$ cat src/rtl/sar_responder.sv
// sar_responder
// Digital stand-in for the analog front-end on the SAR controller's
// ms_sar_* port. It tracks an integer input code while ms_sar_sample is high
// and holds it when sample falls. Each ms_sar_clock rise is a comparison
// request. The held code is compared against the trial code on ms_sar_sw,
// and the answer is returned on ms_sar_dh/ms_sar_dl with an ms_sar_rdy
// handshake.
//
// Ports:
//   clk          sampling clock (controller f100m_clk domain)
//   rst          asynchronous active-high reset
//   vin_code     unsigned input code tracked while sampling
//   ms_sar_sample  high = track, falling edge = hold
//   ms_sar_clock   rising edge = comparison request, falling edge = release
//   ms_sar_sw      trial DAC code
//   ms_sar_swb     complement of the trial code (checked at request)
//   ms_sar_dh      held code above trial
//   ms_sar_dl      held code below trial
//   ms_sar_rdy     comparison result valid
//   held_code      current held or tracked value
//   prot_err       sticky protocol-violation flag
module sar_responder #(
    parameter int NSTEP   = 8,
    parameter int RDY_LAT = 2
) (
    input  logic             clk,
    input  logic             rst,
    input  logic [NSTEP-1:0] vin_code,
    input  logic             ms_sar_sample,
    input  logic             ms_sar_clock,
    input  logic [NSTEP-1:0] ms_sar_sw,
    input  logic [NSTEP-1:0] ms_sar_swb,
    output logic             ms_sar_dh,
    output logic             ms_sar_dl,
    output logic             ms_sar_rdy,
    output logic [NSTEP-1:0] held_code,
    output logic             prot_err
);

    typedef enum logic [2:0] {
        IDLE,
        TRACK,
        HOLD,
        CONV,
        READY
    } state_t;

    // Loaded on CONV entry; the result fires on the edge that finds it at 0,
    // giving rdy exactly RDY_LAT edges after the request edge.
    localparam logic [3:0] LAT_LOAD = 4'(RDY_LAT - 1);

    state_t           state_q;
    logic             sample_q;
    logic             clock_q;
    logic [3:0]       cnt_q;
    logic [NSTEP-1:0] trial_q;
    logic [NSTEP-1:0] held_q;
    logic             dh_q;
    logic             dl_q;
    logic             rdy_q;
    logic             err_q;

    logic sampleRise;
    logic sampleFall;
    logic clockRise;
    logic clockFall;
    logic swbBad;

    assign sampleRise = ms_sar_sample & ~sample_q;
    assign sampleFall = ~ms_sar_sample & sample_q;
    assign clockRise  = ms_sar_clock & ~clock_q;
    assign clockFall  = ~ms_sar_clock & clock_q;
    assign swbBad     = (ms_sar_swb != ~ms_sar_sw);

    always_ff @(posedge clk or posedge rst) begin
        if (rst) begin
            state_q  <= IDLE;
            sample_q <= 1'b0;
            clock_q  <= 1'b0;
            cnt_q    <= 4'd0;
            trial_q  <= '0;
            held_q   <= '0;
            dh_q     <= 1'b0;
            dl_q     <= 1'b0;
            rdy_q    <= 1'b0;
            err_q    <= 1'b0;
        end else begin
            sample_q <= ms_sar_sample;
            clock_q  <= ms_sar_clock;

            // Tracking is driven straight from the sampled input, so the last
            // captured value is vin_code at the final edge with sample high.
            if (ms_sar_sample) begin
                held_q <= vin_code;
            end

            // A request while not holding, or together with a sample rise,
            // is a protocol violation; the sample rise always wins below.
            if (clockRise && (sampleRise || state_q == IDLE || state_q == TRACK)) begin
                err_q <= 1'b1;
            end

            case (state_q)
                IDLE: begin
                    if (ms_sar_sample) begin
                        state_q <= TRACK;
                    end
                end

                TRACK: begin
                    if (sampleFall) begin
                        state_q <= HOLD;
                    end
                end

                HOLD: begin
                    // rdy is dropped here rather than on the READY exit edge,
                    // so it falls one edge after the release is sampled.
                    rdy_q <= 1'b0;
                    if (sampleRise) begin
                        state_q <= TRACK;
                        dh_q    <= 1'b0;
                        dl_q    <= 1'b0;
                    end else if (clockRise) begin
                        state_q <= CONV;
                        cnt_q   <= LAT_LOAD;
                        trial_q <= ms_sar_sw;
                        dh_q    <= 1'b0;
                        dl_q    <= 1'b0;
                        if (swbBad) begin
                            err_q <= 1'b1;
                        end
                    end
                end

                CONV: begin
                    if (sampleRise) begin
                        state_q <= TRACK;
                        rdy_q   <= 1'b0;
                        dh_q    <= 1'b0;
                        dl_q    <= 1'b0;
                    end else if (clockFall) begin
                        state_q <= HOLD;
                    end else if (cnt_q == 4'd0) begin
                        dh_q    <= (held_q > trial_q);
                        dl_q    <= (held_q < trial_q);
                        rdy_q   <= 1'b1;
                        state_q <= READY;
                    end else begin
                        cnt_q <= cnt_q - 4'd1;
                    end
                end

                READY: begin
                    if (sampleRise) begin
                        state_q <= TRACK;
                        rdy_q   <= 1'b0;
                        dh_q    <= 1'b0;
                        dl_q    <= 1'b0;
                    end else if (clockFall) begin
                        state_q <= HOLD;
                    end
                end

                default: begin
                    state_q <= IDLE;
                end
            endcase
        end
    end

    assign ms_sar_dh  = dh_q;
    assign ms_sar_dl  = dl_q;
    assign ms_sar_rdy = rdy_q;
    assign held_code  = held_q;
    assign prot_err   = err_q;

endmodule

$ cat config.mk
export PLATFORM = sky130hd
export DESIGN_NAME = sar_responder
export DESIGN_NICKNAME = d
export VERILOG_FILES = /design/src/rtl/sar_responder.sv
export SDC_FILE = /design/constraint.sdc
export NUM_CORES = 1
export LEC_CHECK = 0
export ABC_AREA = 0
export ABC_CLOCK_PERIOD_IN_PS = 2300
export BUFFER_PORTS_ARGS = -buffer_cell sky130_fd_sc_hd__buf_2
export CORE_ASPECT_RATIO = 1.4
export CORE_UTILIZATION = 53
export DETAILED_ROUTE_END_ITERATION = 16
export PLACE_DENSITY = 0.9
export SYNTH_ARGS = -nofsm -noshare
export SYNTH_HDL_FRONTEND = slang
export SYNTH_SLANG_ARGS = --single-unit
$ cat constraint.sdc
create_clock -name clk -period 2.3 [get_ports clk]
set_clock_uncertainty 0.2 [all_clocks]
set_input_delay 0.345 -clock clk [delete_from_list [all_inputs] [get_ports clk]]
set_output_delay 0.345 -clock clk [all_outputs]
set_load 0.005 [all_outputs]
==> impl_metrics.py, run 1 <==
metrics = {
    "logic_synthesis": {
        "synth_nets": 192,
        "synth_area_um2": 1680,
        "synth_common_cells": "dfrtp_1 (29), inv_1 (15), a21oi_1 (10), xor2_1 (10), ha_1 (9)",
        "ys_seq_area_share_pct": 43.2,
        "synth_warnings": 0,
        "synth_top_family_by_area": "simple AND/OR/NAND/NOR gates",
        "yosysTopAreaCell": "dfrtp_1",
        "synth-simple-area-share_pct": 17.1,
        "synthMuxAreaShare_pct": 10.7,
        "synth-edff-count": 0,
        "syn_area_per_cell_um2": 10.8,
        "ys_ff_latch": 29,
        "syn-instance-count": 155,
        "yosysUniqueCellTypes": 42,
        "synth.top_cell.area_share_pct": 43.2,
        "synth-compound-area-share_pct": 12.4,
        "synth_fa_ha_area_share_pct": 6.71,
        "yosys.area_share.xor_xnor_pct": 5.22,
        "synth-async-reset-ratio_pct": 100,
        "synth_area_leaders": "dfrtp_1 (43%), ha_1 (6.7%), mux2_1 (5.4%)",
        "yosysMostFrequentCell": "dfrtp_1",
        "ys_dominant_reg_cell": "dfrtp_1",
    },
    "clock_tree": {
        "clkSinkCount": 29,
        "cts_buffers": 5,
        "clockRootBuffer": "clkbuf_8",
        "path_clk_slew_ns": 0.06,
        "clockBufferDepth": 2,
        "clk_latency_ns": 0.28,
        "htree_levels": 2,
        "cts_tree": "done",
    },
    "power": {
        "leakagePower_nw": 0.977,
        "p_int_mw": 1.42,
        "power_frac_clock_pct": 24.6,
        "p_seq_share_pct": 37.3,
        "total_power_mw": 2.23,
        "comb_power_share_pct": 38.1,
        "power_density_nw_per_um2": 1090,
        "swShare_pct": 36.5,
        "p_switching_mw": 0.815,
        "max-vdd-ir-drop_mv": 1.06,
    },
    "layout": {
        "drive_gt1_share_pct": 32.2,
        "final_nets": 238,
        "antennaDiodeCount": 0,
        "area_growth_pct": 21.8,
        "fill_cells": 237,
        "layout.cells.non_filler": 239,
        "fin_area_um2": 2040,
    },
    "global_route": {
        "grt_max_degree": 30,
        "overflow": 0,
        "use_met2_pct": 41.7,
        "grt_first_pass_wirelength_um": 5760,
        "gr-usage-all-layers_pct": 23.1,
        "grt_util_met3_pct": 5.04,
        "grt_pass1_vias": 1313,
        "grt_antenna_before_repair": 0,
        "use_met1_pct": 24.8,
        "busiest_layer": "met2",
    },
    "sta": {
        "slew_viol_final": 0,
        "worst_slack_ns": 0.282,
        "hold_violations": 0,
        "period_share_pct": 87.7,
        "setup_violations": 0,
        "period_minus_slack_ns": 2.02,
        "fmax_ghz": 0.496,
        "rsz0062_at_grt": "no",
        "relSlewSlack_pct": 75.8,
        "worst_pin_slew_ns": 0.363,
        "setup_tns_ns": 0,
    },
    "worst_hold_path": {
        "hp-class": "in -> reg",
        "whs_endpoint": "held_code[0]",
        "hp-start": "vin_code[0]",
        "holdPathStages": 3,
    },
    "floorplan": {
        "rows": 23,
        "io_pins": 40,
        "die_h_um": 68.6,
        "die_area_um2": 3400,
        "start_util_pct": 57.2,
        "die_w_um": 49.6,
        "core_um2": 2940,
    },
    "route": {
        "drt_pass1_iterations": 4,
        "drc": 0,
        "postRouteAntennaNets": 0,
        "routedWlPerCell_um": 14.2,
        "drt_wl_total_um": 3400,
        "vias": 1336,
        "drt_iter0_drc": 28,
        "vias_per_cell": 5.59,
    },
    "worst_setup_path": {
        "cp.buffers_inverters": 2,
        "crit_chain": "dlygate4sd3_1, buf_2, nor2b_1, and2_4, nand2_4, mux2_1",
        "critPathTopFamily": "simple AND/OR/NAND/NOR gates",
        "crit_path_start": "ms_sar_clock",
        "r2r_cells": 7,
        "rr_startpoint": "cnt_q[0]",
        "critPathCaptureType": "register",
        "slowest_stage": "dlygate4sd3_1",
        "critPathMaxFanout": 8,
        "rrSetupSlack_ns": 0.39,
        "cp.arrival_ns": 1.98,
        "startpoint_type": "input port",
        "crit_type": "in -> reg",
        "required_ns": 2.26,
        "critical_path.max_stage_delay_ns": 0.52,
        "rr_endpoint": "state_q[0]",
    },
    "outcome": {
        "outcome": "finished, final reports clean",
    },
    "placement": {
        "preCtsSetupSlack_ns": 0.421,
        "gp_congestion": 0.983,
        "dp.cells": 229,
        "numPortBuffers": 39,
        "post_dp_cell_area_um2": 1900,
        "hpwl_um": 2570,
    },
    "run": {
        "cap_viol_max_count": 0,
    },
}
==> how the worst max path moves through the flow <==
stage,to,slack (ns),cells after the start
2_1_floorplan,state_q[0],0.62,7
3_3_place_gp,state_q[0],0.45,7
3_5_place_dp,state_q[0],0.42,7
4_1_cts,trial_q[7],0.31,6
5_1_grt,trial_q[0],0.21,6
6_report,trial_q[0],0.28,6
==> what timing repair did <==
| item | 4_1_cts | 5_1_grt |
|---|---|---|
| resized for setup | 0 | 0 |
| endpoints found under the hold margin | 30 | 0 |
| buffers inserted | 0 | 0 |
| hold buffers | 2 | 0 |
==> kinds of logic after synthesis <==
kind of cell	Yosys count
AOI/OAI and AO/OA	33
xor gates and xnor gates	10
adders and majority gates	9
buffers and inverters	18
DFF	29
muxes	16
and+or+nand+nor	40
==> cell type report <==
cell class,count,area (um^2),share of cell area [%]
clock inverters,2,37.5,1.84
clock buffers,6,82.6,4.04
flip-flops and latches,29,726,35.5
repair buffers,42,223,10.9
inverters,15,56.3,2.75
well taps,37,46.3,2.26
multi-input cells,108,873,42.7
==> power groups by stage <==
stage	Combinational [mW]	Sequential [mW]	Clock [mW]
5_1_grt	0.953	0.860	0.579
4_1_cts	0.853	0.832	0.559
3_3_place_gp	0.802	0.836	0
6_report	0.850	0.833	0.548
3_5_place_dp	0.834	0.839	0
2_1_floorplan	0.669	0.784	0
==> metal layers <==
layer | vias to the layer above | part of all wire [%]
met3 | 13 | 5.6
met1 | 622 | 39
met2 | 61 | 52
met4 | 0 | 3.6
li1 | 640 | -
met5 | - | 0
==> placed cells by master (no fill, tap or decap), drive strengths merged, types with 2 or more instances in the layout <==
cell type	netlist	layout
a21oi	10	10
nand4	4	4
clkbuf	0	6
dlygate4sd3	0	2
mux2	15	15
nor2b	6	6
a211oi	2	2
a31oi	2	2
inv	15	15
nand2	8	8
nor3	2	2
nand3	7	7
buf	3	40
nor2	5	5
nand2b	3	3
nor3b	2	2
dfrtp	29	29
o21ai	10	10
ha	9	9
xor2	10	10
==> through the flow <==
| step | util [%] | hold WS [ns] |
|---|---|---|
| 2_1_floorplan | - | 0.176 |
| 3_3_place_gp | 64.9 | 0.227 |
| 3_5_place_dp | 64.9 | 0.230 |
| 4_1_cts | 69.7 | 0.0701 |
| 5_1_grt | 69.7 | 0.0883 |
| 6_report | 69.7 | 0.0779 |
==> registers in the layout, indices dropped and copies added, names as in the netlist <==
signal,cells
state_q,3
ms_sar_dl,1
cnt_q,4
sample_q,1
prot_err,1
trial_q,8
clock_q,1
ms_sar_rdy,1
held_code,8
ms_sar_dh,1
==> worst reg2reg max path, stage by stage (launching register included) <==
cell and delay (ns):
dfrtp_1 0.40, inv_1 0.07, ha_1 0.18, nor3b_4 0.33
nor3_2 0.10, nand2_1 0.13, a21oi_1 0.08, a211o_1 0.29
Power figures use the tool's default switching activity.
==> run 2, diff against run 1 <==
--- a/config.mk
+++ b/config.mk
@@ -5,13 +5,13 @@
 export SDC_FILE = /design/constraint.sdc
 export NUM_CORES = 1
 export LEC_CHECK = 0
-export ABC_AREA = 0
+export ABC_AREA = 1
 export ABC_CLOCK_PERIOD_IN_PS = 2300
 export BUFFER_PORTS_ARGS = -buffer_cell sky130_fd_sc_hd__buf_2
 export CORE_ASPECT_RATIO = 1.4
-export CORE_UTILIZATION = 53
+export CORE_UTILIZATION = 54
 export DETAILED_ROUTE_END_ITERATION = 16
-export PLACE_DENSITY = 0.9
+export PLACE_DENSITY = 0.91
 export SYNTH_ARGS = -nofsm -noshare
 export SYNTH_HDL_FRONTEND = slang
 export SYNTH_SLANG_ARGS = --single-unit
==> run 2 against run 1 <==
Worst hold slack worse by 0.057 ns; largest power group unchanged; critical path type is now reg -> reg; routed wire length is 11% higher; combinational power is 7.9% higher; non-clock buffer count is 1 lower; synthesized area is 5.7% higher.
==> impl_metrics.py, run 2 <==
metrics = {
    "worst_setup_path": {
        "critPathMaxFanout": 4,
        "r2r_cells": 7,
        "rr_startpoint": "cnt_q[0]",
        "crit_chain": "inv_1, ha_1, nand3_1, o21ai_1, nand3_2, nand2_1, o21ai_0",
        "rr_endpoint": "ms_sar_dl",
        "rrSetupSlack_ns": 0.57,
        "cp.arrival_ns": 1.69,
        "slowest_stage": "dfrtp_1",
        "crit_type": "reg -> reg",
        "critical_path.max_stage_delay_ns": 0.35,
        "required_ns": 2.26,
        "startpoint_type": "register",
        "critPathCaptureType": "register",
    },
    "global_route": {
        "gr-usage-all-layers_pct": 24.5,
        "grt_first_pass_wirelength_um": 6480,
        "grt_antenna_before_repair": 0,
        "grt_pass1_vias": 1558,
        "grt_max_degree": 30,
        "overflow": 0,
    },
    "placement": {
        "dp.cells": 316,
        "hpwl_um": 2860,
        "preCtsSetupSlack_ns": 0.498,
        "post_dp_cell_area_um2": 2010,
        "gp_congestion": 0.915,
        "numPortBuffers": 39,
    },
    "floorplan": {
        "die_h_um": 69.8,
        "io_pins": 40,
        "die_w_um": 50.5,
        "die_area_um2": 3520,
        "core_um2": 3120,
        "rows": 24,
        "start_util_pct": 56.9,
    },
    "logic_synthesis": {
        "synth-async-reset-ratio_pct": 100,
        "synth_nets": 276,
        "synth_area_um2": 1780,
        "synth_area_leaders": "dfrtp_1 (41%), nand2_1 (17%), inv_1 (7.8%)",
        "ys_dominant_reg_cell": "dfrtp_1",
        "syn_area_per_cell_um2": 7.43,
        "synth_warnings": 0,
        "yosysMostFrequentCell": "nand2_1",
        "yosysTopAreaCell": "dfrtp_1",
        "yosysUniqueCellTypes": 25,
        "syn-instance-count": 239,
        "synth-edff-count": 0,
        "ys_seq_area_share_pct": 40.9,
        "ys_ff_latch": 29,
        "synth_common_cells": "nand2_1 (81), inv_1 (37), dfrtp_1 (29)",
        "synth.top_cell.area_share_pct": 40.9,
    },
    "route": {
        "routedWlPerCell_um": 11.6,
        "drt_wl_total_um": 3760,
        "drt_pass1_iterations": 4,
        "drt_iter0_drc": 50,
        "postRouteAntennaNets": 0,
        "vias_per_cell": 5.01,
        "vias": 1629,
        "drc": 0,
    },
    "sta": {
        "relSlewSlack_pct": 76.1,
        "setup_violations": 0,
        "period_minus_slack_ns": 1.73,
        "fmax_ghz": 0.578,
        "hold_violations": 0,
        "worst_slack_ns": 0.569,
        "worst_pin_slew_ns": 0.359,
        "period_share_pct": 75.2,
        "rsz0062_at_grt": "no",
        "setup_tns_ns": 0,
        "slew_viol_final": 0,
    },
    "clock_tree": {
        "cts_resized": 0,
        "cts_buffers": 5,
        "htree_levels": 2,
        "cts_setup_buffers": 0,
        "clkSinkCount": 29,
        "path_clk_slew_ns": 0.06,
        "clockBufferDepth": 2,
        "clk_latency_ns": 0.28,
        "clockRootBuffer": "clkbuf_8",
        "cts_tree": "done",
    },
    "layout": {
        "fill_cells": 272,
        "final_cell_mix": "nand2_1 (81), buf_2 (39), inv_1 (37)",
        "final_common_cell": "nand2_1",
        "antennaDiodeCount": 0,
        "fin_area_um2": 2120,
        "final_nets": 322,
        "utilization_pct": 68.0,
        "area_growth_pct": 19.6,
        "drive_gt1_share_pct": 26.2,
        "layout.cells.non_filler": 325,
    },
    "outcome": {
        "outcome": "finished, final reports clean",
    },
    "power": {
        "leakagePower_nw": 1.26,
        "max-vdd-ir-drop_mv": 0.598,
        "power_density_nw_per_um2": 1010,
    },
    "worst_hold_path": {
        "whs_endpoint": "clock_q",
        "hp-class": "in -> reg",
        "hp-start": "ms_sar_clock",
        "holdPathStages": 1,
    },
    "run": {
        "cap_viol_max_count": 0,
    },
}
## run 2: cell count changes in the layout (fill, tap and decap cells not counted), sizes merged, moves of 3 or more
cell and change:
nand2 +78, nor2 +29, nand2b -3, xor2 -9, mux2 -15, o21ai +3
nand3 +4, nor2b -6, inv +25, nand4 -3
## run 2: logic make-up (layout without fill, tap and decap cells)
kind of cell,count (synthesis),in the layout,share of synthesized area (%)
DFF,29,29,40.9
adders and majority gates,9,9,6.34
AOI/OAI and AO/OA,26,26,9.72
buffers and inverters,42,89,9.30
and+or+nand+nor,132,132,33.3
xor gates and xnor gates,1,1,0.493
## run 2: routing by layer
metal	vias to the layer above	part of all wire [%]	GRT usage (%)
met3	12	4.1	5.26
met1	746	38	26.4
met2	48	55	43.4
met5	-	0	0
met4	0	3.2	12.7
li1	823	-	-
## run 2: worst max path at each step
stage,startpoint,endpoint,slack (ns),cells after the start
after detailed placement,ms_sar_sample,cnt_q[2],0.50,9
after global routing,cnt_q[0],ms_sar_dl,0.43,7
after global placement,ms_sar_sample,cnt_q[2],0.57,9
final,cnt_q[0],ms_sar_dl,0.57,7
after CTS,cnt_q[0],ms_sar_dl,0.58,7
after floorplan,cnt_q[0],ms_sar_dh,0.76,7
## run 2: cell type report
type,count,area [um^2],share of cell area [%]
Clock buffer,7,96.3,4.54
Clock inverter,1,5.00,0.236
Inverter,40,150,7.07
Multi-Input combinational cell,168,885,41.7
Sequential cell,29,726,34.2
Tap cell,39,48.8,2.30
Timing Repair Buffer,41,213,10.0
## run 2: what timing repair did
item | CTS | global route
hold buffers | 1 | 0
hold endpoints to repair | 29 | 0
endpoints found under the setup margin | 0 | 0
## run 2: per-stage QoR
step           hold slack, ns  power [mW]
2_1_floorplan           0.176        1.45
3_3_place_gp            0.227        1.63
3_5_place_dp            0.230        1.68
4_1_cts                0.0118        2.15
5_1_grt                0.0149        2.33
6_report               0.0206        2.15
## run 2: worst max-delay path: cells and delay by family (launching register included)
family	cells	cell delay [ns]
compound gates	2	0.33
fa+ha+maj	1	0.23
buf+inv	1	0.11
flops	1	0.35
simple gates	3	0.39
## run 2: power by group
group / internal (mW) / leakage, nW / switching [mW]
Clock: 0.270 / 0.0542 / 0.189
Sequential: 0.664 / 0.353 / 0.110
Combinational: 0.345 / 0.854 / 0.572
==> run 3, diff against run 2 <==
--- a/config.mk
+++ b/config.mk
@@ -6,7 +6,7 @@
 export NUM_CORES = 1
 export LEC_CHECK = 0
 export ABC_AREA = 1
-export ABC_CLOCK_PERIOD_IN_PS = 2300
+export ABC_CLOCK_PERIOD_IN_PS = 1600
 export BUFFER_PORTS_ARGS = -buffer_cell sky130_fd_sc_hd__buf_2
 export CORE_ASPECT_RATIO = 1.4
 export CORE_UTILIZATION = 54
==> constraint.sdc (replaced) <==
create_clock -name clk -period 1.6 [get_ports clk]
set_clock_uncertainty 0.2 [all_clocks]
set_input_delay 0.24 -clock clk [delete_from_list [all_inputs] [get_ports clk]]
set_output_delay 0.24 -clock clk [all_outputs]
set_load 0.005 [all_outputs]
==> run 3 against run 2 <==
The flow now finishes with violations (setup timing); sequential share of layout area shrank 3.8 points; power is 60% higher; critical path depth is 2 higher; worst setup slack worse by 0.63 ns; count of clock-buffer cells in the layout shrank 1; combinational power increased by 84%; design area is 13% higher; worst hold slack gained 0.0063 ns; highest routed layer unchanged.
==> impl_metrics.py, run 3 (synthesized netlist as in run 2, its figures left out) <==
metrics = {
    "outcome": {
        "outcome": "finished with violations",
        "failed_checks": "setup timing",
    },
    "placement": {
        "hpwl_um": 2940,
        "gp_congestion": 0.881,
        "numPortBuffers": 39,
    },
    "worst_setup_path": {
        "cp.buffers_inverters": 2,
        "critical_path.max_stage_delay_ns": 0.37,
        "slowest_stage": "dfrtp_1",
        "critPathCaptureType": "register",
        "critPathTopFamily": "flip-flops",
        "cp.arrival_ns": 1.64,
        "startpoint_type": "register",
        "required_ns": 1.58,
        "critPathMaxFanout": 2,
        "crit_type": "reg -> reg",
        "crit_top_cell": "nand2_1",
        "crit_chain": "inv_1, ha_1, nand2_1, inv_2, nor2_4, o21a_1, nand2_1, nand2_1, o21ai_1",
    },
    "floorplan": {
        "rows": 24,
        "core_um2": 3120,
        "io_pins": 40,
        "die_w_um": 50.5,
        "die_area_um2": 3520,
        "start_util_pct": 56.9,
        "die_h_um": 69.8,
    },
    "route": {
        "drc": 0,
        "drt_iter0_drc": 96,
        "drt_wl_total_um": 5310,
        "drt_pass1_iterations": 5,
        "routedWlPerCell_um": 15.4,
        "postRouteAntennaNets": 0,
        "vias": 1795,
        "vias_per_cell": 5.20,
    },
    "sta": {
        "hold_violations": 0,
        "hold_slack_ns": 0.0269,
        "fmax_ghz": 0.603,
        "relSlewSlack_pct": 75.5,
        "worst_slack_ns": -0.0590,
        "worst_pin_slew_ns": 0.367,
        "period_minus_slack_ns": 1.66,
        "setup_violations": 2,
        "rsz0062_at_grt": "yes",
        "period_share_pct": 104,
        "slew_viol_final": 0,
    },
    "clock_tree": {
        "clockBufferDepth": 2,
        "clockRootBuffer": "clkbuf_8",
        "clk_latency_ns": 0.29,
        "clkSinkCount": 29,
        "htree_levels": 2,
        "cts_buffers": 5,
        "path_clk_slew_ns": 0.07,
        "cts_tree": "done",
    },
    "global_route": {
        "overflow": 0,
        "grt_pass1_vias": 1739,
        "grt_max_degree": 30,
        "grt_first_pass_wirelength_um": 7330,
        "gr-usage-all-layers_pct": 28.0,
        "grt_antenna_before_repair": 0,
    },
    "power": {
        "comb_power_share_pct": 49.2,
        "p_int_mw": 1.96,
        "power_frac_clock_pct": 17.6,
        "total_power_mw": 3.44,
        "max-vdd-ir-drop_mv": 1.10,
        "leakagePower_nw": 1.36,
        "p_seq_share_pct": 33.2,
        "power_density_nw_per_um2": 1440,
        "swShare_pct": 43.1,
        "p_switching_mw": 1.48,
    },
    "layout": {
        "seq_area_um2": 728,
        "final_common_cell": "nand2_1",
        "multiInputGateArea_um2": 971,
        "drive_gt1_share_pct": 33.0,
        "fill_cells": 191,
        "final_nets": 342,
        "antennaDiodeCount": 0,
        "final_cell_mix": "nand2_1 (80), buf_2 (39), inv_1 (34)",
        "area_growth_pct": 35.0,
    },
    "run": {
        "cap_viol_max_count": 0,
    },
    "worst_hold_path": {
        "hp-class": "in -> reg",
    },
}
run 3: worst paths after layout:
check                             startpoint  slack [ns]          to  cells after the start
worst min-delay path            ms_sar_sw[3]        0.03  trial_q[3]                      3
worst max-delay path              trial_q[7]       -0.06   ms_sar_dh                      9
worst min register to register    ms_sar_rdy        0.28  ms_sar_rdy                      2
min in group asynchronous                rst        0.36  state_q[2]                      4
max in group asynchronous                rst        0.56  state_q[1]                      4
worst max register to register    trial_q[7]       -0.06   ms_sar_dh                      9
run 3: worst reg2reg max path, stage by stage, from the launching register on:
cell and delay [ns]:
dfrtp_1 0.37, inv_1 0.06, ha_1 0.31, nand2_1 0.09, inv_2 0.05, nor2_4 0.11
o21a_1 0.17, nand2_1 0.07, nand2_1 0.06, o21ai_1 0.05
run 3: per-layer routing:
layer / share of wire (%) / global-route usage, % / vias to the layer above / routed length (um)
met4: 5.2 / 11.4 / 0 / 274
li1: - / - / 865 / -
met5: 0 / 0 / - / 0
met3: 4.3 / 6.36 / 22 / 230
met2: 52 / 51.7 / 67 / 2790
met1: 38 / 29.2 / 841 / 2020
run 3: power by group through the flow:
stage,Clock (mW),Sequential [mW],Combinational [mW]
after global placement,0,1.11,1.30
after floorplan,0,1.09,0.991
final,0.606,1.14,1.69
after CTS,0.596,1.11,1.41
after global routing,0.635,1.17,1.87
after detailed placement,0,1.12,1.35
run 3: final cells by class:
class / count / area share [%]
clock buffer: 6 / 3.03
clock inverter: 2 / 0.418
inverter: 40 / 6.27
multi-input combinational: 168 / 40.5
sequential: 29 / 30.4
tap: 39 / 2.04
timing repair buffer: 61 / 17.3
run 3: stage by stage:
stage / setup TNS (ns) / cells / instance area [um^2] / util [%] / setup slack, ns
global placement: 0 / 322 / 2070 / 66.3 / 0.0536
global route: -0.634 / 345 / 2400 / 76.7 / -0.133
floorplan: 0 / 239 / 1780 / - / 0.0618
finish: -0.0902 / 345 / 2400 / 76.7 / -0.0590
CTS: 0 / 340 / 2260 / 72.4 / 0.00451
detailed placement: -0.0714 / 322 / 2070 / 66.3 / -0.0461
run 3: repair_timing:
item / in CTS / in global routing
gates cloned: 0 / 1
gates resized for setup: 3 / 22
endpoints found under the hold margin: 38 / 0
setup buffers: 0 / 4
pin swaps: 0 / 11
endpoints found under the setup margin: 4 / 13
hold buffers: 10 / 0
